## src/rtl/retire_trace_buffer.sv

```systemverilog
// Retire-event collector: classifies each committed instruction, tags it with an
// instruction number and queues it in a FIFO drained over a valid/ready port.
module retire_trace_buffer #(
  parameter int DEPTH      = 16,
  parameter int MAX_CYCLES = 100000
) (
  input  logic        clk,
  input  logic        rst_n,
  input  logic        commit_valid,
  input  logic [15:0] commit_pc,
  input  logic        reg_we,
  input  logic [3:0]  rd,
  input  logic [15:0] write_data,
  input  logic        mem_re,
  input  logic        mem_we,
  input  logic [15:0] mem_addr,
  input  logic [15:0] mem_wdata,
  input  logic        hlt,
  output logic        out_valid,
  input  logic        out_ready,
  output logic [2:0]  out_kind,
  output logic [31:0] out_inum,
  output logic [15:0] out_pc,
  output logic [3:0]  out_reg,
  output logic [15:0] out_value,
  output logic [15:0] out_addr,
  output logic [31:0] cycle_count,
  output logic [31:0] inst_count,
  output logic        overflow,
  output logic        timeout,
  output logic        done
);

  localparam int          AW         = $clog2(DEPTH);
  localparam logic [31:0] LAST_COUNT = 32'(MAX_CYCLES - 1);

  typedef enum logic [1:0] {RUN, HALTED, DONE} stateT;

  typedef enum logic [2:0] {
    K_NOP  = 3'd0,
    K_REG  = 3'd1,
    K_LD   = 3'd2,
    K_ST   = 3'd3,
    K_HALT = 3'd4
  } kindT;

  typedef struct packed {
    kindT        kind;
    logic [31:0] inum;
    logic [15:0] pc;
    logic [3:0]  rdest;
    logic [15:0] value;
    logic [15:0] addr;
  } traceEventT;

  stateT      state, stateNext;
  logic       runActive;
  logic       limitHit;
  logic [31:0] cycleCount, instCount;
  logic       overflowFlag, timeoutFlag, doneFlag;

  traceEventT newEvent;
  traceEventT headEvent;
  traceEventT mem [DEPTH];
  logic [AW:0] wrPtr, rdPtr;
  logic       fifoEmpty, fifoFull;
  logic       capture, push, pop, dropped;

  // ---------------------------------------------------------------- classify
  always_comb begin
    // NOTE: every field gets a default first so no path leaves a latch behind.
    newEvent      = '0;
    newEvent.inum = instCount;
    newEvent.pc   = commit_pc;
    if (hlt) begin
      newEvent.kind = K_HALT;
    end else if (reg_we && mem_re) begin
      newEvent.kind  = K_LD;
      newEvent.rdest = rd;
      newEvent.value = write_data;
      newEvent.addr  = mem_addr;
    end else if (reg_we) begin
      newEvent.kind  = K_REG;
      newEvent.rdest = rd;
      newEvent.value = write_data;
    end else if (mem_we) begin
      newEvent.kind  = K_ST;
      newEvent.value = mem_wdata;
      newEvent.addr  = mem_addr;
    end else begin
      newEvent.kind = K_NOP;
    end
  end

  // ---------------------------------------------------------------- FIFO
  assign fifoEmpty = (wrPtr == rdPtr);
  assign fifoFull  = (wrPtr[AW] != rdPtr[AW]) && (wrPtr[AW-1:0] == rdPtr[AW-1:0]);
  assign capture   = runActive && commit_valid;
  assign pop       = !fifoEmpty && out_ready;
  assign push      = capture && (!fifoFull || pop);
  assign dropped   = capture && fifoFull && !pop;

  // NOTE: storage is not reset; the pointers alone decide which entries are live.
  always_ff @(posedge clk) begin
    if (push) mem[wrPtr[AW-1:0]] <= newEvent;
  end

  // NOTE: sequential state uses non-blocking assignments so every register
  // samples pre-edge values regardless of statement order.
  always_ff @(posedge clk or negedge rst_n) begin
    if (!rst_n) begin
      wrPtr <= '0;
      rdPtr <= '0;
    end else begin
      if (push) wrPtr <= wrPtr + 1'b1;
      if (pop)  rdPtr <= rdPtr + 1'b1;
    end
  end

  // ---------------------------------------------------------------- run FSM
  assign limitHit = (cycleCount == LAST_COUNT);

  always_ff @(posedge clk or negedge rst_n) begin
    if (!rst_n) state <= RUN;
    else        state <= stateNext;
  end

  always_comb begin
    stateNext = state;
    case (state)
      RUN: begin
        // The timeout wins if both end conditions coincide; DONE still drains.
        if (limitHit)                              stateNext = DONE;
        else if (capture && newEvent.kind == K_HALT) stateNext = HALTED;
      end
      HALTED:  if (fifoEmpty) stateNext = DONE;
      DONE:    stateNext = DONE;
      default: stateNext = RUN;
    endcase
  end

  always_comb begin
    runActive = (state == RUN);
  end

  // ---------------------------------------------------------------- counters and flags
  always_ff @(posedge clk or negedge rst_n) begin
    if (!rst_n) begin
      cycleCount   <= '0;
      instCount    <= '0;
      overflowFlag <= 1'b0;
      timeoutFlag  <= 1'b0;
      doneFlag     <= 1'b0;
    end else begin
      if (runActive)             cycleCount   <= cycleCount + 32'd1;
      if (capture)               instCount    <= instCount + 32'd1;
      if (dropped)               overflowFlag <= 1'b1;
      if (runActive && limitHit) timeoutFlag  <= 1'b1;
      doneFlag <= (state == DONE) && fifoEmpty;
    end
  end

  // ---------------------------------------------------------------- outputs
  assign headEvent = fifoEmpty ? traceEventT'('0) : mem[rdPtr[AW-1:0]];

  assign out_valid   = !fifoEmpty;
  assign out_kind    = headEvent.kind;
  assign out_inum    = headEvent.inum;
  assign out_pc      = headEvent.pc;
  assign out_reg     = headEvent.rdest;
  assign out_value   = headEvent.value;
  assign out_addr    = headEvent.addr;
  assign cycle_count = cycleCount;
  assign inst_count  = instCount;
  assign overflow    = overflowFlag;
  assign timeout     = timeoutFlag;
  assign done        = doneFlag;

endmodule

```

## config.mk

```make
export PLATFORM = sky130hd
export DESIGN_NAME = retire_trace_buffer
export DESIGN_NICKNAME = d
export VERILOG_FILES = /design/src/rtl/retire_trace_buffer.sv
export SDC_FILE = /design/constraint.sdc
export NUM_CORES = 2
export LEC_CHECK = 0
export BUFFER_PORTS_ARGS = -buffer_cell sky130_fd_sc_hd__clkbuf_2
export CORE_MARGIN = 4
export CORE_UTILIZATION = 45
export DETAILED_ROUTE_END_ITERATION = 8
export PLACE_DENSITY_LB_ADDON = 0.05
export RECOVER_POWER = 25
export SYNTH_ARGS = -nofsm -noshare
export SYNTH_HDL_FRONTEND = slang
export SYNTH_SLANG_ARGS = --single-unit
```

## constraint.sdc

```tcl
create_clock -name clk -period 10.17 [get_ports clk]
set_clock_uncertainty 0.15 [all_clocks]
set_input_delay 2.5425 -clock clk [delete_from_list [all_inputs] [get_ports clk]]
set_output_delay 2.5425 -clock clk [all_outputs]
set_load 0.005 [all_outputs]
```

==> impl_metrics.tcl <==
set metrics [dict create \
    fin_nets 2845 \
    hpwlAfterDp_microns 70000 \
    grt_pass1_wl_microns 201200 \
    rows 130 \
    critical_path.endpoint_type "output pin" \
    grt_pass1_vias 28200 \
    min_period_over_period_pct 81.20 \
    synth_area_leaders "edfxtp_1, mux4_2, dfrtp_1, and2_1, xnor2_1" \
    finalSetupTns_ps 0 \
    hold_viol 0 \
    p_leak_nw 21.64 \
    status "complete, but fails checks" \
    cts.clk_slew.worst_paths_ps 60 \
    drv_cap 1 \
    slew_viol_final 35 \
    yosysWarningCount 0 \
    grt_use_total_pct 21.22 \
    violations "max-capacitance violations, max-slew violations" \
    slowest_delay_ps 2380 \
    synth.avg_cell_area_sq_um 23.27 \
    rsz0062_at_grt "no" \
    via_per_inst 5.777 \
    drtPass1Iterations 5 \
    min_period_ps 8258 \
    ioPinCount 231 \
    synth_top_area_cell "edfxtp_1" \
    areaGrowthSynthToFinish_pct 13.84 \
    gp_congestion 0.8232 \
    synth_most_common_cell "edfxtp_1" \
    die_x_microns 364.4 \
    core_region_area_sq_mm 0.1259 \
    worst-slew-pin-transition_ps 2996 \
    synthTopCellsByCount "edfxtp_1, mux4_2, and2_1, dfrtp_1, clkbuf_1" \
    synth_nets 2543 \
    postCtsSetupRepairBufs 0 \
    cp_top_family "flip-flops" \
    drc 0 \
    antenna_found_initial 6 \
    wl_per_cell_microns 30.44 \
    first_iter_violations 2497 \
    overflow 0 \
    clk_path_buf_depth 3 \
    slew_headroom_pct -99.73 \
    cellPowerDensity_mw_per_mm2 265.9 \
    async_reset_ff_share_pct 5.370 \
    ys_ff_latch 1471 \
    worst-path-max-fanout 53 \
    post_cts_resized 0 \
    io_buffers 230 \
    path_class "flip-flop to output pin" \
    peakVddDrop_mv 0.2483 \
    ant_nets 0 \
    clkSinkCount 1471 \
    numCtsBuffers 156 \
    path_cells "xor2_1, nor4_2, and2_1, inv_4, buf_4, and2_1, clkbuf_2" \
    die_h_microns 364.4 \
    finalSetupViolations 0 \
    synth-main-ff-cell "edfxtp_1" \
    seq_area_frac_synth_pct 76.58 \
    synth_edf_count 1392 \
    holdBufCountCts 0 \
    synthDistinctLibCells 41 \
    crit_top_cell "and2_1" \
    insertion_delay_ps 770 \
    syn_inst 2456 \
    fin_ws_ps 1912 \
    drive_above_1_share_pct 33.16 \
    vias 26250 \
    drt_wl_total_microns 138300 \
    cp-start-kind "flip-flop" \
    finalPower_mw 17.31 \
    arrival_ps 5570 \
    h-tree-depth 4 \
    place_ws_ps 3582 \
    root_buffer "clkbuf_16" \
    worst-path-buf-inv 3 \
    synth_top_area_share_pct 73.13 \
    dieArea_sq_mm 0.1328 \
    cts_tree "done" \
    initial_core_util_pct 45.40 \
    fmax_mhz 121.1 \
    hp-class "flip-flop to flip-flop" \
    grt_max_degree 147 \
    cp.required_ps 7480 \
    crit_path_top_delay_cell "dfrtp_1" \
    mappedNetlistArea_sq_mm 0.05716 \
]
[metrics by stage]
stage                     instance area (sq um)  hold WS [ps]  util, %  instances
after floorplan                           57160         301.0        -       2456
after global placement                    60050         301.6    47.70       4250
after detailed placement                  60050         301.5    47.70       4250
after CTS                                 65120         314.5    51.73       4542
after global routing                      65070         333.6    51.69       4542
final                                     65080         315.1    51.69       4544
[metal layers]
metal / track usage [%] / part of all wire (%) / up-vias / wire (microns)
met3: 3.749 / 5.1 / 160 / 7087
li1: - / - / 10920 / -
met5: 0 / 0.022 / - / 30
met1: 30.03 / 44 / 14460 / 60360
met4: 4.745 / 1.5 / 4 / 2128
met2: 34.95 / 50 / 706 / 68720
[sequential cells by signal, indices dropped and copies added, names as in the netlist]
signal	count
mem	1392
cycle_count	32
inst_count	32
rdPtr	5
wrPtr	5
state	2
done	1
overflow	1
timeout	1
[worst reg2reg max path: cells and delay by family (launching register included)]
| kind | cells | cell delay [ps] |
|---|---|---|
| flip-flops | 1 | 2380 |
| AO/OA/AOI/OAI | 1 | 150 |
| XOR/XNOR | 1 | 250 |
| buffers and inverters | 3 | 1650 |
| AND/OR/NAND/NOR | 2 | 800 |
[where the power goes]
part / switching (mW) / internal, mW / total (mW)
Sequential: 0.318 / 6.94 / 7.26
Clock: 2.29 / 3.27 / 5.56
Combinational: 2.20 / 2.28 / 4.48
Total: 4.80 / 12.5 / 17.3
[cell usage in the layout, fill, tap and decap left out, types with 4 or more instances in the layout]
cell type,n
a22o_1,16
and2_1,112
and3_1,11
and3_4,12
and4_1,4
buf_4,52
bufinv_16,9
clkbuf_1,59
clkbuf_16,167
clkbuf_2,214
clkbuf_8,7
clkinv_1,30
clkinv_2,26
clkinvlp_4,10
dfrtp_1,76
edfxtp_1,1392
ha_1,11
inv_1,9
mux4_2,435
nand2_1,39
nand3_1,23
nand4_1,21
nor2_1,18
nor3_1,13
nor3_2,4
nor4_1,4
xnor2_1,49
xor2_1,26
[worst paths after layout]
path	startpoint	end	slack [ps]	cells past startpoint
max	rdPtr[2]$_DFFE_PN0P_	out_inum[28]	1910	7
min	timeout$_DFFE_PN0P_	timeout$_DFFE_PN0P_	320	1
max reg2reg	rdPtr[2]$_DFFE_PN0P_	mem[14][60]$_DFFE_PP_	4350	7
min reg2reg	timeout$_DFFE_PN0P_	timeout$_DFFE_PN0P_	320	1
max in group asynchronous	rst_n	rdPtr[1]$_DFFE_PN0P_	6430	2
min in group asynchronous	rst_n	inst_count[11]$_DFFE_PN0P_	1800	1
[area by class of cell]
type	count	area [sq um]
fillers	9942	60820
flip-flops and latches	1471	43790
multi-input cells	827	12500
clock buffers	210	4410
well taps	1650	2064
repair buffers	292	1608
clock inverters	82	660.6
inverters	10	40.04
diodes	2	5.005
[kinds of logic (layout without fill, tap and decap cells)]
group | count (synthesis) | after routing | synth area share (%)
buf+inv | 158 | 594 | 1.705
xor+xnor | 75 | 75 | 1.149
mux | 439 | 439 | 17.22
flops | 1471 | 1471 | 76.58
compound gates | 27 | 27 | 0.3677
fa+ha+maj | 11 | 11 | 0.2408
other cells | 0 | 2 | 0
simple gates | 275 | 275 | 2.738
Power figures use the tool's default switching activity.
